[src/rtl/pipe_hazard_ctrl_pkg.sv]
// Shared types and constants for the pipeline hazard controller.
package pipe_ctrl_pkg;

    typedef enum logic [1:0] {
        RUN      = 2'd0,
        MEM_WAIT = 2'd1,
        ERR      = 2'd2
    } state_t;

    // EX operand source selects
    localparam logic [1:0] FWD_REG   = 2'b00;
    localparam logic [1:0] FWD_EXMEM = 2'b10;
    localparam logic [1:0] FWD_MEMWB = 2'b01;

    localparam int DEF_REG_AW = 5;

endpackage

[src/rtl/pipe_hazard_ctrl_if.sv]
// Bundle of hazard-controller signals between the datapath and the controller.
interface pipe_hazard_ctrl_if
    import pipe_ctrl_pkg::*;
#(
    parameter int REG_AW = DEF_REG_AW,
    parameter int CNT_W  = 32
);
    logic [REG_AW-1:0] id_rs1;
    logic [REG_AW-1:0] id_rs2;
    logic [REG_AW-1:0] ex_rs1;
    logic [REG_AW-1:0] ex_rs2;
    logic [REG_AW-1:0] ex_rd;
    logic              ex_memread;
    logic              ex_branch_taken;
    logic              mem_req;
    logic              dmem_ready;
    logic              exmem_regwrite;
    logic [REG_AW-1:0] exmem_rd;
    logic              memwb_regwrite;
    logic [REG_AW-1:0] memwb_rd;
    logic              cnt_clr;

    logic              pc_we;
    logic              ifid_we;
    logic              ifid_flush;
    logic              idex_we;
    logic              idex_flush;
    logic              exmem_we;
    logic              memwb_we;
    logic              memwb_bubble;
    logic [1:0]        forward_a;
    logic [1:0]        forward_b;
    logic              mem_err;
    logic [CNT_W-1:0]  stall_cnt;

    // Datapath side: supplies pipeline status, consumes enables/selects
    modport master (
        output id_rs1, id_rs2, ex_rs1, ex_rs2, ex_rd, ex_memread, ex_branch_taken,
               mem_req, dmem_ready, exmem_regwrite, exmem_rd, memwb_regwrite,
               memwb_rd, cnt_clr,
        input  pc_we, ifid_we, ifid_flush, idex_we, idex_flush, exmem_we,
               memwb_we, memwb_bubble, forward_a, forward_b, mem_err, stall_cnt
    );

    // Controller side
    modport slave (
        input  id_rs1, id_rs2, ex_rs1, ex_rs2, ex_rd, ex_memread, ex_branch_taken,
               mem_req, dmem_ready, exmem_regwrite, exmem_rd, memwb_regwrite,
               memwb_rd, cnt_clr,
        output pc_we, ifid_we, ifid_flush, idex_we, idex_flush, exmem_we,
               memwb_we, memwb_bubble, forward_a, forward_b, mem_err, stall_cnt
    );

endinterface

[src/rtl/pipe_hazard_ctrl_fwd.sv]
// EX-stage operand forwarding select; EX_MEM result wins over MEM_WB.
module pipe_fwd_unit
    import pipe_ctrl_pkg::*;
#(
    parameter int REG_AW = DEF_REG_AW
) (
    input  logic [REG_AW-1:0] ex_rs1,
    input  logic [REG_AW-1:0] ex_rs2,
    input  logic              exmem_regwrite,
    input  logic [REG_AW-1:0] exmem_rd,
    input  logic              memwb_regwrite,
    input  logic [REG_AW-1:0] memwb_rd,
    output logic [1:0]        forward_a,
    output logic [1:0]        forward_b
);

    // r0 is hardwired zero, so a write to it never forwards
    function automatic logic [1:0] fwd_sel(
        input logic [REG_AW-1:0] rs,
        input logic              em_wr,
        input logic [REG_AW-1:0] em_rd,
        input logic              mw_wr,
        input logic [REG_AW-1:0] mw_rd
    );
        if (em_wr && (em_rd != '0) && (em_rd == rs))
            return FWD_EXMEM;
        else if (mw_wr && (mw_rd != '0) && (mw_rd == rs))
            return FWD_MEMWB;
        else
            return FWD_REG;
    endfunction

    // Both operand selects from the same rule
    always_comb begin
        forward_a = fwd_sel(ex_rs1, exmem_regwrite, exmem_rd, memwb_regwrite, memwb_rd);
        forward_b = fwd_sel(ex_rs2, exmem_regwrite, exmem_rd, memwb_regwrite, memwb_rd);
    end

endmodule

[src/rtl/pipe_hazard_ctrl.sv]
// Pipeline sequencer: stage enables/flushes for load-use, taken branches and
// data-memory waits (with timeout), plus forwarding selects and a stall counter.
module pipe_hazard_ctrl
    import pipe_ctrl_pkg::*;
#(
    parameter int REG_AW  = DEF_REG_AW,
    parameter int TIMEOUT = 255,
    parameter int CNT_W   = 32
) (
    input  logic              clk,
    input  logic              rst,
    pipe_hazard_ctrl_if.slave bus
);

    localparam int WAIT_W = (TIMEOUT < 2) ? 1 : $clog2(TIMEOUT + 1);
    localparam logic [WAIT_W:0] TIMEOUT_V = TIMEOUT[WAIT_W:0];

    state_t            state;
    logic [WAIT_W-1:0] wait_cnt;
    logic [WAIT_W:0]   wait_next;
    logic              mem_err_q;
    logic [CNT_W-1:0]  stall_q;

    logic              mem_wait;
    logic              load_use;
    logic [1:0]        fwd_a_raw;
    logic [1:0]        fwd_b_raw;

    logic pc_we, ifid_we, ifid_flush, idex_we, idex_flush;
    logic exmem_we, memwb_we, memwb_bubble;

    assign mem_wait  = bus.mem_req & ~bus.dmem_ready;
    assign load_use  = bus.ex_memread && (bus.ex_rd != '0) &&
                       ((bus.ex_rd == bus.id_rs1) || (bus.ex_rd == bus.id_rs2));
    assign wait_next = {1'b0, wait_cnt} + 1'b1;

    pipe_fwd_unit #(.REG_AW(REG_AW)) u_fwd (
        .ex_rs1         (bus.ex_rs1),
        .ex_rs2         (bus.ex_rs2),
        .exmem_regwrite (bus.exmem_regwrite),
        .exmem_rd       (bus.exmem_rd),
        .memwb_regwrite (bus.memwb_regwrite),
        .memwb_rd       (bus.memwb_rd),
        .forward_a      (fwd_a_raw),
        .forward_b      (fwd_b_raw)
    );

    // Stage enables/flushes: reset > error freeze > dmem freeze > branch > load-use
    always_comb begin
        pc_we        = 1'b1;
        ifid_we      = 1'b1;
        ifid_flush   = 1'b0;
        idex_we      = 1'b1;
        idex_flush   = 1'b0;
        exmem_we     = 1'b1;
        memwb_we     = 1'b1;
        memwb_bubble = 1'b0;
        if (rst) begin
            pc_we        = 1'b0;
            ifid_we      = 1'b0;
            ifid_flush   = 1'b1;
            idex_we      = 1'b0;
            idex_flush   = 1'b1;
            exmem_we     = 1'b0;
            memwb_we     = 1'b0;
            memwb_bubble = 1'b1;
        end else if (state == ERR) begin
            pc_we        = 1'b0;
            ifid_we      = 1'b0;
            idex_we      = 1'b0;
            exmem_we     = 1'b0;
            memwb_we     = 1'b0;
            memwb_bubble = 1'b1;
        end else if (mem_wait) begin
            // Front of the pipe holds; MEM_WB keeps draining bubbles
            pc_we        = 1'b0;
            ifid_we      = 1'b0;
            idex_we      = 1'b0;
            exmem_we     = 1'b0;
            memwb_bubble = 1'b1;
        end else if (bus.ex_branch_taken) begin
            ifid_flush   = 1'b1;
            idex_flush   = 1'b1;
        end else if (load_use) begin
            pc_we        = 1'b0;
            ifid_we      = 1'b0;
            idex_flush   = 1'b1;
        end
    end

    // Sequencer: tracks dmem wait length and latches the timeout error
    always_ff @(posedge clk) begin
        if (rst) begin
            state     <= RUN;
            wait_cnt  <= '0;
            mem_err_q <= 1'b0;
        end else begin
            case (state)
                RUN: begin
                    if (mem_wait) begin
                        wait_cnt <= WAIT_W'(1);
                        if (TIMEOUT_V <= 1) begin
                            state     <= ERR;
                            mem_err_q <= 1'b1;
                        end else begin
                            state <= MEM_WAIT;
                        end
                    end
                end
                MEM_WAIT: begin
                    if (mem_wait) begin
                        wait_cnt <= wait_next[WAIT_W-1:0];
                        if (wait_next >= TIMEOUT_V) begin
                            state     <= ERR;
                            mem_err_q <= 1'b1;
                        end
                    end else begin
                        state    <= RUN;
                        wait_cnt <= '0;
                    end
                end
                ERR: begin
                    mem_err_q <= 1'b1;
                end
                default: begin
                    state    <= RUN;
                    wait_cnt <= '0;
                end
            endcase
        end
    end

    // Saturating count of PC-stalled cycles; clear beats increment
    always_ff @(posedge clk) begin
        if (rst) begin
            stall_q <= '0;
        end else if (bus.cnt_clr) begin
            stall_q <= '0;
        end else if ((state != ERR) && !pc_we && (stall_q != '1)) begin
            stall_q <= stall_q + 1'b1;
        end
    end

    assign bus.pc_we        = pc_we;
    assign bus.ifid_we      = ifid_we;
    assign bus.ifid_flush   = ifid_flush;
    assign bus.idex_we      = idex_we;
    assign bus.idex_flush   = idex_flush;
    assign bus.exmem_we     = exmem_we;
    assign bus.memwb_we     = memwb_we;
    assign bus.memwb_bubble = memwb_bubble;
    assign bus.forward_a    = rst ? FWD_REG : fwd_a_raw;
    assign bus.forward_b    = rst ? FWD_REG : fwd_b_raw;
    assign bus.mem_err      = mem_err_q;
    assign bus.stall_cnt    = stall_q;

endmodule

[src/flat_wrapper.sv]
// flat-port wrapper written by rule: the top's interface ports become plain ports
module pipe_hazard_ctrl_flat import pipe_ctrl_pkg::*;
#(
    parameter int REG_AW  = DEF_REG_AW,
    parameter int TIMEOUT = 255,
    parameter int CNT_W   = 32
)
  (clk, rst, bus_id_rs1, bus_id_rs2, bus_ex_rs1, bus_ex_rs2, bus_ex_rd, bus_ex_memread, bus_ex_branch_taken, bus_mem_req, bus_dmem_ready, bus_exmem_regwrite, bus_exmem_rd, bus_memwb_regwrite, bus_memwb_rd, bus_cnt_clr, bus_pc_we, bus_ifid_we, bus_ifid_flush, bus_idex_we, bus_idex_flush, bus_exmem_we, bus_memwb_we, bus_memwb_bubble, bus_forward_a, bus_forward_b, bus_mem_err, bus_stall_cnt);
  pipe_hazard_ctrl_if #(.REG_AW(REG_AW), .CNT_W(CNT_W)) bus_i ();
  input  logic clk;
  input  logic rst;
  input wire logic [$bits(bus_i.id_rs1)-1:0] bus_id_rs1;
  input wire logic [$bits(bus_i.id_rs2)-1:0] bus_id_rs2;
  input wire logic [$bits(bus_i.ex_rs1)-1:0] bus_ex_rs1;
  input wire logic [$bits(bus_i.ex_rs2)-1:0] bus_ex_rs2;
  input wire logic [$bits(bus_i.ex_rd)-1:0] bus_ex_rd;
  input wire logic [$bits(bus_i.ex_memread)-1:0] bus_ex_memread;
  input wire logic [$bits(bus_i.ex_branch_taken)-1:0] bus_ex_branch_taken;
  input wire logic [$bits(bus_i.mem_req)-1:0] bus_mem_req;
  input wire logic [$bits(bus_i.dmem_ready)-1:0] bus_dmem_ready;
  input wire logic [$bits(bus_i.exmem_regwrite)-1:0] bus_exmem_regwrite;
  input wire logic [$bits(bus_i.exmem_rd)-1:0] bus_exmem_rd;
  input wire logic [$bits(bus_i.memwb_regwrite)-1:0] bus_memwb_regwrite;
  input wire logic [$bits(bus_i.memwb_rd)-1:0] bus_memwb_rd;
  input wire logic [$bits(bus_i.cnt_clr)-1:0] bus_cnt_clr;
  output wire logic [$bits(bus_i.pc_we)-1:0] bus_pc_we;
  output wire logic [$bits(bus_i.ifid_we)-1:0] bus_ifid_we;
  output wire logic [$bits(bus_i.ifid_flush)-1:0] bus_ifid_flush;
  output wire logic [$bits(bus_i.idex_we)-1:0] bus_idex_we;
  output wire logic [$bits(bus_i.idex_flush)-1:0] bus_idex_flush;
  output wire logic [$bits(bus_i.exmem_we)-1:0] bus_exmem_we;
  output wire logic [$bits(bus_i.memwb_we)-1:0] bus_memwb_we;
  output wire logic [$bits(bus_i.memwb_bubble)-1:0] bus_memwb_bubble;
  output wire logic [$bits(bus_i.forward_a)-1:0] bus_forward_a;
  output wire logic [$bits(bus_i.forward_b)-1:0] bus_forward_b;
  output wire logic [$bits(bus_i.mem_err)-1:0] bus_mem_err;
  output wire logic [$bits(bus_i.stall_cnt)-1:0] bus_stall_cnt;
  assign bus_i.id_rs1 = bus_id_rs1;
  assign bus_i.id_rs2 = bus_id_rs2;
  assign bus_i.ex_rs1 = bus_ex_rs1;
  assign bus_i.ex_rs2 = bus_ex_rs2;
  assign bus_i.ex_rd = bus_ex_rd;
  assign bus_i.ex_memread = bus_ex_memread;
  assign bus_i.ex_branch_taken = bus_ex_branch_taken;
  assign bus_i.mem_req = bus_mem_req;
  assign bus_i.dmem_ready = bus_dmem_ready;
  assign bus_i.exmem_regwrite = bus_exmem_regwrite;
  assign bus_i.exmem_rd = bus_exmem_rd;
  assign bus_i.memwb_regwrite = bus_memwb_regwrite;
  assign bus_i.memwb_rd = bus_memwb_rd;
  assign bus_i.cnt_clr = bus_cnt_clr;
  assign bus_pc_we = bus_i.pc_we;
  assign bus_ifid_we = bus_i.ifid_we;
  assign bus_ifid_flush = bus_i.ifid_flush;
  assign bus_idex_we = bus_i.idex_we;
  assign bus_idex_flush = bus_i.idex_flush;
  assign bus_exmem_we = bus_i.exmem_we;
  assign bus_memwb_we = bus_i.memwb_we;
  assign bus_memwb_bubble = bus_i.memwb_bubble;
  assign bus_forward_a = bus_i.forward_a;
  assign bus_forward_b = bus_i.forward_b;
  assign bus_mem_err = bus_i.mem_err;
  assign bus_stall_cnt = bus_i.stall_cnt;
  pipe_hazard_ctrl #(.REG_AW(REG_AW), .TIMEOUT(TIMEOUT), .CNT_W(CNT_W)) u_core (.clk(clk), .rst(rst), .bus(bus_i));
endmodule
[config.mk]
export PLATFORM = sky130hd
export DESIGN_NAME = pipe_hazard_ctrl_flat
export DESIGN_NICKNAME = d
export VERILOG_FILES = /design/src/rtl/pipe_hazard_ctrl_pkg.sv /design/src/rtl/pipe_hazard_ctrl_if.sv /design/src/rtl/pipe_hazard_ctrl_fwd.sv /design/src/rtl/pipe_hazard_ctrl.sv /design/src/flat_wrapper.sv
export SDC_FILE = /design/constraint.sdc
export NUM_CORES = 1
export LEC_CHECK = 0
export BUFFER_PORTS_ARGS = -buffer_cell sky130_fd_sc_hd__buf_2
export CORE_UTILIZATION = 52
export DETAILED_ROUTE_END_ITERATION = 10
export PLACE_DENSITY = 0.79
export SYNTH_ARGS = -nofsm -noshare
export SYNTH_HDL_FRONTEND = slang
export SYNTH_SLANG_ARGS = --single-unit
[constraint.sdc]
create_clock -name clk -period 2.32 [get_ports clk]
set_input_delay 0.116 -clock clk [delete_from_list [all_inputs] [get_ports clk]]
set_output_delay 0.116 -clock clk [all_outputs]
set_load 0.02 [all_outputs]
==> results.json, run 1 <==
{
  "final_cell_mix": "88 x buf_2, 43 x dfxtp_1, 35 x a21oi_1",
  "power_density_mw_per_mm2": 437.9,
  "antenna_found_initial": 0,
  "gr-total-overflow": 0,
  "holdPathStages": 2,
  "outcome": "completed",
  "finish.utilization_pct": 63.32,
  "portBuffers": 88,
  "synthesis.nets": 414,
  "cp_slowest_stage_delay_ns": 0.50,
  "worstPathArrival_ns": 2.30,
  "area_growth_pct": 17.32,
  "drt_iter0_drc": 102,
  "slowest_stage": "or4_1",
  "grt_start_max_net_pins": 53,
  "first_global_vias": 2629,
  "clkSlewWorstSetupHoldPaths_ns": 0.09,
  "ys.flop_type": "dfxtp_1",
  "whs_endpoint": "u_core.wait_cnt[0]",
  "final_common_cell": "buf_2",
  "required_ns": 2.53,
  "place_area_mm2": 0.003406,
  "syn_inst": 364,
  "ff2ff_path_depth": 7,
  "routabilityCongestion": 0.7946,
  "finalCritPeriodShare_pct": 90.50,
  "clock-root-buffer": "clkbuf_8",
  "ys_seq_area_share_pct": 28.79,
  "place_ws_ns": 0.2163,
  "min_path_type": "in -> reg",
  "yosysWarnings": 0,
  "regToRegStartpoint": "u_core.state[0]",
  "start_util_pct": 53.97,
  "grt_pass1_wl_um": 11510,
  "htreeDepth": 2,
  "fin_ws_ns": 0.2204,
  "cts_tree": "done",
  "ys_ff_latch": 43,
  "hp-start": "rst",
  "antenna_cells": 0,
  "cts.sinks": 43,
  "yosys.cell_types.count": 65,
  "via_per_inst": 5.805,
  "firstDrtPassIters": 4,
  "worst_pin_slew_ns": 0.6492,
  "fin_area_mm2": 0.003508,
  "report.final.slew_viol_count": 0,
  "postSynthAreaPerCell_um2": 8.215,
  "cts_buffer_depth": 2,
  "io_pins": 89,
  "grt_util_all_layers_pct": 23.23,
  "timing.fmax_mhz": 476.3,
  "cts_buffers": 5,
  "setup_viol": 0,
  "crit_fanout": 52,
  "slew_headroom_pct": 56.56,
  "post-cts-setup-buffers": 0,
  "die_y_um": 77.84,
  "postRouteAntennaNets": 0,
  "dpl.hpwl_um": 5268,
  "ys_async_sr_fraction_pct": 0,
  "fin_setup_tns_ns": 0,
  "start_kind": "flop",
  "die_x_um": 77.84,
  "ff2ff_setup_slack_ns": 0.22,
  "skew_ns": 0.01878,
  "cap_violations": 0,
  "post-route-min-period_ns": 2.100,
  "clock_latency_ns": 0.30,
  "drt_wl_total_um": 6878,
  "drc": 0,
  "die_area_mm2": 0.006058,
  "vias": 3001,
  "p_leak_nw": 1.388,
  "rr_endpoint": "u_core.bus.stall_cnt[13]",
  "finalHoldViolCount": 0,
  "hold_slack_ns": 0.1460,
  "syn-cell-area_mm2": 0.002990,
  "synth-edff-count": 0,
  "core_mm2": 0.005540,
  "worstPathCellList": "inv_1 > ha_1 > nor3_4 > a21oi_4 > buf_12 > or4_1 > a21oi_1",
  "rsz0062_at_grt": "no",
  "routedWlPerCell_um": 13.30,
  "drive_gt1_share_pct": 28.54,
  "criticalPathCategory": "reg -> reg",
  "peakVddDrop_uv": 312.7,
  "final_nets": 494,
  "row_count": 27,
  "end_kind": "flop"
}
[layer usage]
metal,GRT usage [%],vias to the layer above,routed length (um)
li1,-,1517,-
met1,29.30,1402,3191
met5,0,-,0
met3,4.235,5,290
met2,40.09,77,3333
met4,6.604,0,62
[cell usage after synthesis (3+ instances only)]
cell | count | share of area (%)
nor2_1 | 18 | 2.3
o31ai_1 | 13 | 3.3
a31oi_1 | 3 | 0.63
o21ai_0 | 20 | 3.3
nand2_1 | 26 | 3.3
nor2b_1 | 3 | 0.63
xnor2_1 | 22 | 6.4
nand3_1 | 29 | 4.9
nor3_1 | 5 | 0.84
and3_2 | 3 | 0.75
and2_1 | 3 | 0.63
or4_1 | 15 | 3.8
o21ai_1 | 3 | 0.50
a21oi_1 | 35 | 5.9
ha_1 | 6 | 2.5
and4_1 | 3 | 0.88
mux2i_1 | 3 | 1.0
clkbuf_1 | 4 | 0.50
or3_1 | 15 | 3.1
and3_1 | 6 | 1.3
buf_2 | 4 | 0.67
nor4_1 | 5 | 1.0
dfxtp_1 | 43 | 29
xor2_1 | 8 | 2.3
mux2_2 | 4 | 1.5
inv_1 | 8 | 1.0
buf_6 | 4 | 1.5
[cell type report]
| type | instances | area, um2 |
|---|---|---|
| fillers | 491 | 2032 |
| flip-flops and latches | 43 | 860.8 |
| clock inverters | 2 | 13.76 |
| clock buffers | 6 | 82.58 |
| well taps | 72 | 90.09 |
| repair buffers | 93 | 490.5 |
| inverters | 8 | 30.03 |
| multi-input cells | 293 | 1941 |
[per-stage QoR]
step	power [mW]	instances
after floorplan	0.9514	364
after CTS	1.548	517
after global placement	1.034	509
final	1.536	517
after global routing	1.615	517
after detailed placement	1.040	509
[registers in the layout, indices dropped and copies added (netlist names)]
| name | cells |
|---|---|
| u_core.bus.stall_cnt | 32 |
| u_core.wait_cnt | 8 |
| u_core.state | 2 |
| u_core.bus.mem_err | 1 |
[cell families after synthesis]
family	share of synthesized area, %
adder cells (fa/ha/maj)	2.510
buffers and inverters	6.527
AO/OA/AOI/OAI	20.54
AND/OR/NAND/NOR	30.33
flip-flops	28.79
multiplexers	2.510
XOR/XNOR	8.787
[repair_timing]
item                                    in CTS  in global routing
hold buffers                                 0                  0
resized for setup                            0                  1
endpoints found under the setup margin       0                  1
hold endpoints to repair                     0                  0
[worst max-delay path by stage]
stage / startpoint / endpoint / slack, ns / depth (start not counted)
after floorplan: u_core.bus.stall_cnt[4] / u_core.bus.stall_cnt[31] / 0.32 / 8
after global placement: u_core.state[0] / u_core.bus.stall_cnt[25] / 0.30 / 7
after detailed placement: u_core.state[0] / u_core.bus.stall_cnt[29] / 0.22 / 7
after CTS: u_core.state[0] / u_core.bus.stall_cnt[11] / 0.19 / 7
after global routing: u_core.state[0] / u_core.bus.stall_cnt[13] / 0.05 / 7
final: u_core.state[0] / u_core.bus.stall_cnt[13] / 0.22 / 7
[critical path, delay by kind of cell (launching register included)]
| kind | cells | cell delay [ns] |
|---|---|---|
| flip-flops | 1 | 0.37 |
| buffers and inverters | 2 | 0.26 |
| AND/OR/NAND/NOR | 2 | 0.78 |
| AO/OA/AOI/OAI | 2 | 0.26 |
| adder cells (fa/ha/maj) | 1 | 0.33 |
[where the power goes]
group | leakage, nW | internal, mW | total (mW) | switching, mW
logic | 0.989 | 0.115 | 0.272 | 0.158
registers | 0.347 | 0.745 | 0.751 | 0.00654
clock network | 0.0516 | 0.244 | 0.513 | 0.269
total | 1.39 | 1.10 | 1.54 | 0.433
Power figures use the tool's default switching activity.
==> run 2, diff against run 1 <==
- REMOVE_ABC_BUFFERS: default -> 1
==> run 2 against run 1 <==
Non-clock buffer count down 1. Final area up 0.21%. Sequential share of layout area down 0.052 points. Die area unchanged. Power up 5.8%. Global-route usage up 0.15 points. Register-to-register slack worse by 0.03 ns. First-iteration DRC count up 46%. Cell count down 0.19%. Critical endpoint is now u_core.bus.stall_cnt[5]. Largest power group unchanged.
==> results.json, run 2 (synthesis gave the netlist of run 1 again) <==
{
  "outcome": "completed",
  "met2_usage_pct": 39.82,
  "slew_headroom_pct": 57.33,
  "gr-total-overflow": 0,
  "cts_buffer_depth": 2,
  "criticalPathCategory": "reg -> reg",
  "required_ns": 2.55,
  "routedWlPerCell_um": 13.33,
  "die_y_um": 77.84,
  "p_leak_nw": 1.394,
  "end_kind": "flop",
  "portBuffers": 88,
  "grt_util_all_layers_pct": 23.39,
  "grt_pass1_wl_um": 11590,
  "cts_buffers": 5,
  "cts_tree": "done",
  "io_pins": 89,
  "worst_pin_slew_ns": 0.6377,
  "post-cts-setup-buffers": 0,
  "drt_iter0_drc": 149,
  "grt_use_met3_pct": 4.824,
  "worstPathCellList": "inv_1 > ha_1 > nor3_2 > a21oi_4 > buf_12 > or4_1 > a21oi_1",
  "clkSlewWorstSetupHoldPaths_ns": 0.09,
  "cts_resized": 0,
  "largest_register_ffs": 32,
  "peakVddDrop_uv": 345.6,
  "power_density_mw_per_mm2": 462.4,
  "drive_gt1_share_pct": 28.38,
  "drc": 0,
  "rsz0062_at_grt": "no",
  "antenna_cells": 0,
  "finalHoldViolCount": 0,
  "antenna_found_initial": 0,
  "pwr-share-comb_pct": 16.6,
  "worstPathArrival_ns": 2.35,
  "timing.fmax_mhz": 470.3,
  "first_global_vias": 2626,
  "dpl.cell_count": 508,
  "final_cell_mix": "88 x buf_2, 43 x dfxtp_1, 35 x a21oi_1",
  "instances_no_fill": 516,
  "firstDrtPassIters": 4,
  "skew_ns": 0.01194,
  "sw_frac_of_total_pct": 25.84,
  "finalCritPeriodShare_pct": 91.65,
  "cts.sinks": 43,
  "grt_start_max_net_pins": 53,
  "start_util_pct": 53.97,
  "vias": 2978,
  "use_met1_pct": 29.48,
  "postRouteAntennaNets": 0,
  "core_mm2": 0.005540,
  "clock-root-buffer": "clkbuf_8",
  "fin_setup_tns_ns": 0,
  "cp_slowest_stage_delay_ns": 0.52,
  "area_growth_pct": 17.57,
  "hold_buffers": 0,
  "htreeDepth": 2,
  "crit_fanout": 52,
  "routabilityCongestion": 0.8196,
  "drt_wl_total_um": 6880,
  "setup_viol": 0,
  "clock_latency_ns": 0.29,
  "start_kind": "flop",
  "die_area_mm2": 0.006058,
  "p_sw_mw": 0.4200,
  "clkPwrFrac_pct": 37.2,
  "dpl.hpwl_um": 5122,
  "grt_busiest_layer": "met2",
  "report.final.slew_viol_count": 0,
  "row_count": 27,
  "slowest_stage": "or4_1",
  "p_seq_share_pct": 46.3,
  "die_x_um": 77.84,
  "min_path_type": "in -> reg",
  "final_nets": 493,
  "final_common_cell": "buf_2",
  "via_per_inst": 5.771,
  "post-route-min-period_ns": 2.126,
  "p_int_mw": 1.206,
  "cap_violations": 0
}
-- run 2: cell count changes in the layout (fill, tap and decap cells not counted) --
cell / change
nor3_2: +1
buf_4: -1
nor3_4: -1
bufinv_16: +1
inv_6: -1
-- run 2: path summary, 6_finish.rpt --
path	from	to	slack (ns)	cells past startpoint
worst max register to register	u_core.state[0]	u_core.bus.stall_cnt[5]	0.19	7
worst min register to register	u_core.bus.mem_err	u_core.bus.mem_err	0.47	2
worst min-delay path	rst	u_core.bus.mem_err	0.14	2
worst max-delay path	u_core.state[0]	u_core.bus.stall_cnt[5]	0.19	7
-- run 2: final cells by class --
class | instances | area [um2]
tap | 72 | 90.09
inverter | 8 | 30.03
multi-input combinational | 293 | 1934
clock inverter | 2 | 35.03
timing repair buffer | 92 | 483.0
clock buffer | 6 | 82.58
fill | 502 | 2024
sequential | 43 | 860.8
-- run 2: power by group through the flow --
stage	sequential, mW	clock [mW]	combinational [mW]
floorplan	0.772	0	0.154
detailed placement	0.769	0	0.269
finish	0.752	0.604	0.269
global placement	0.769	0	0.264
CTS	0.752	0.621	0.270
global route	0.754	0.647	0.297
-- run 2: worst max-delay path, delay by kind of cell, from the launching register on --
| kind | cells | cell delay, ns |
|---|---|---|
| AOI/OAI and AO/OA | 2 | 0.25 |
| adders and majority gates | 1 | 0.32 |
| DFF | 1 | 0.38 |
| buffers and inverters | 2 | 0.26 |
| and+or+nand+nor | 2 | 0.84 |
-- run 2: routing by layer --
metal  vias to the layer above  routed length (um)
met4                         0                  40
met3                         2                 388
met1                      1364                3234
li1                       1517                   -
met5                         -                   0
met2                        95                3216
-- run 2: stage by stage --
step	hold WS [ns]	setup slack [ns]	util, %	total power, mW	area (um2)
global route	0.1454	0.06907	63.46	1.697	3516
CTS	0.1375	0.2236	63.46	1.643	3516
detailed placement	0.4471	0.2334	61.34	1.038	3398
global placement	0.4390	0.3097	61.34	1.033	3398
finish	0.1391	0.1937	63.46	1.626	3516
floorplan	0.1851	0.3447	-	0.9252	2825
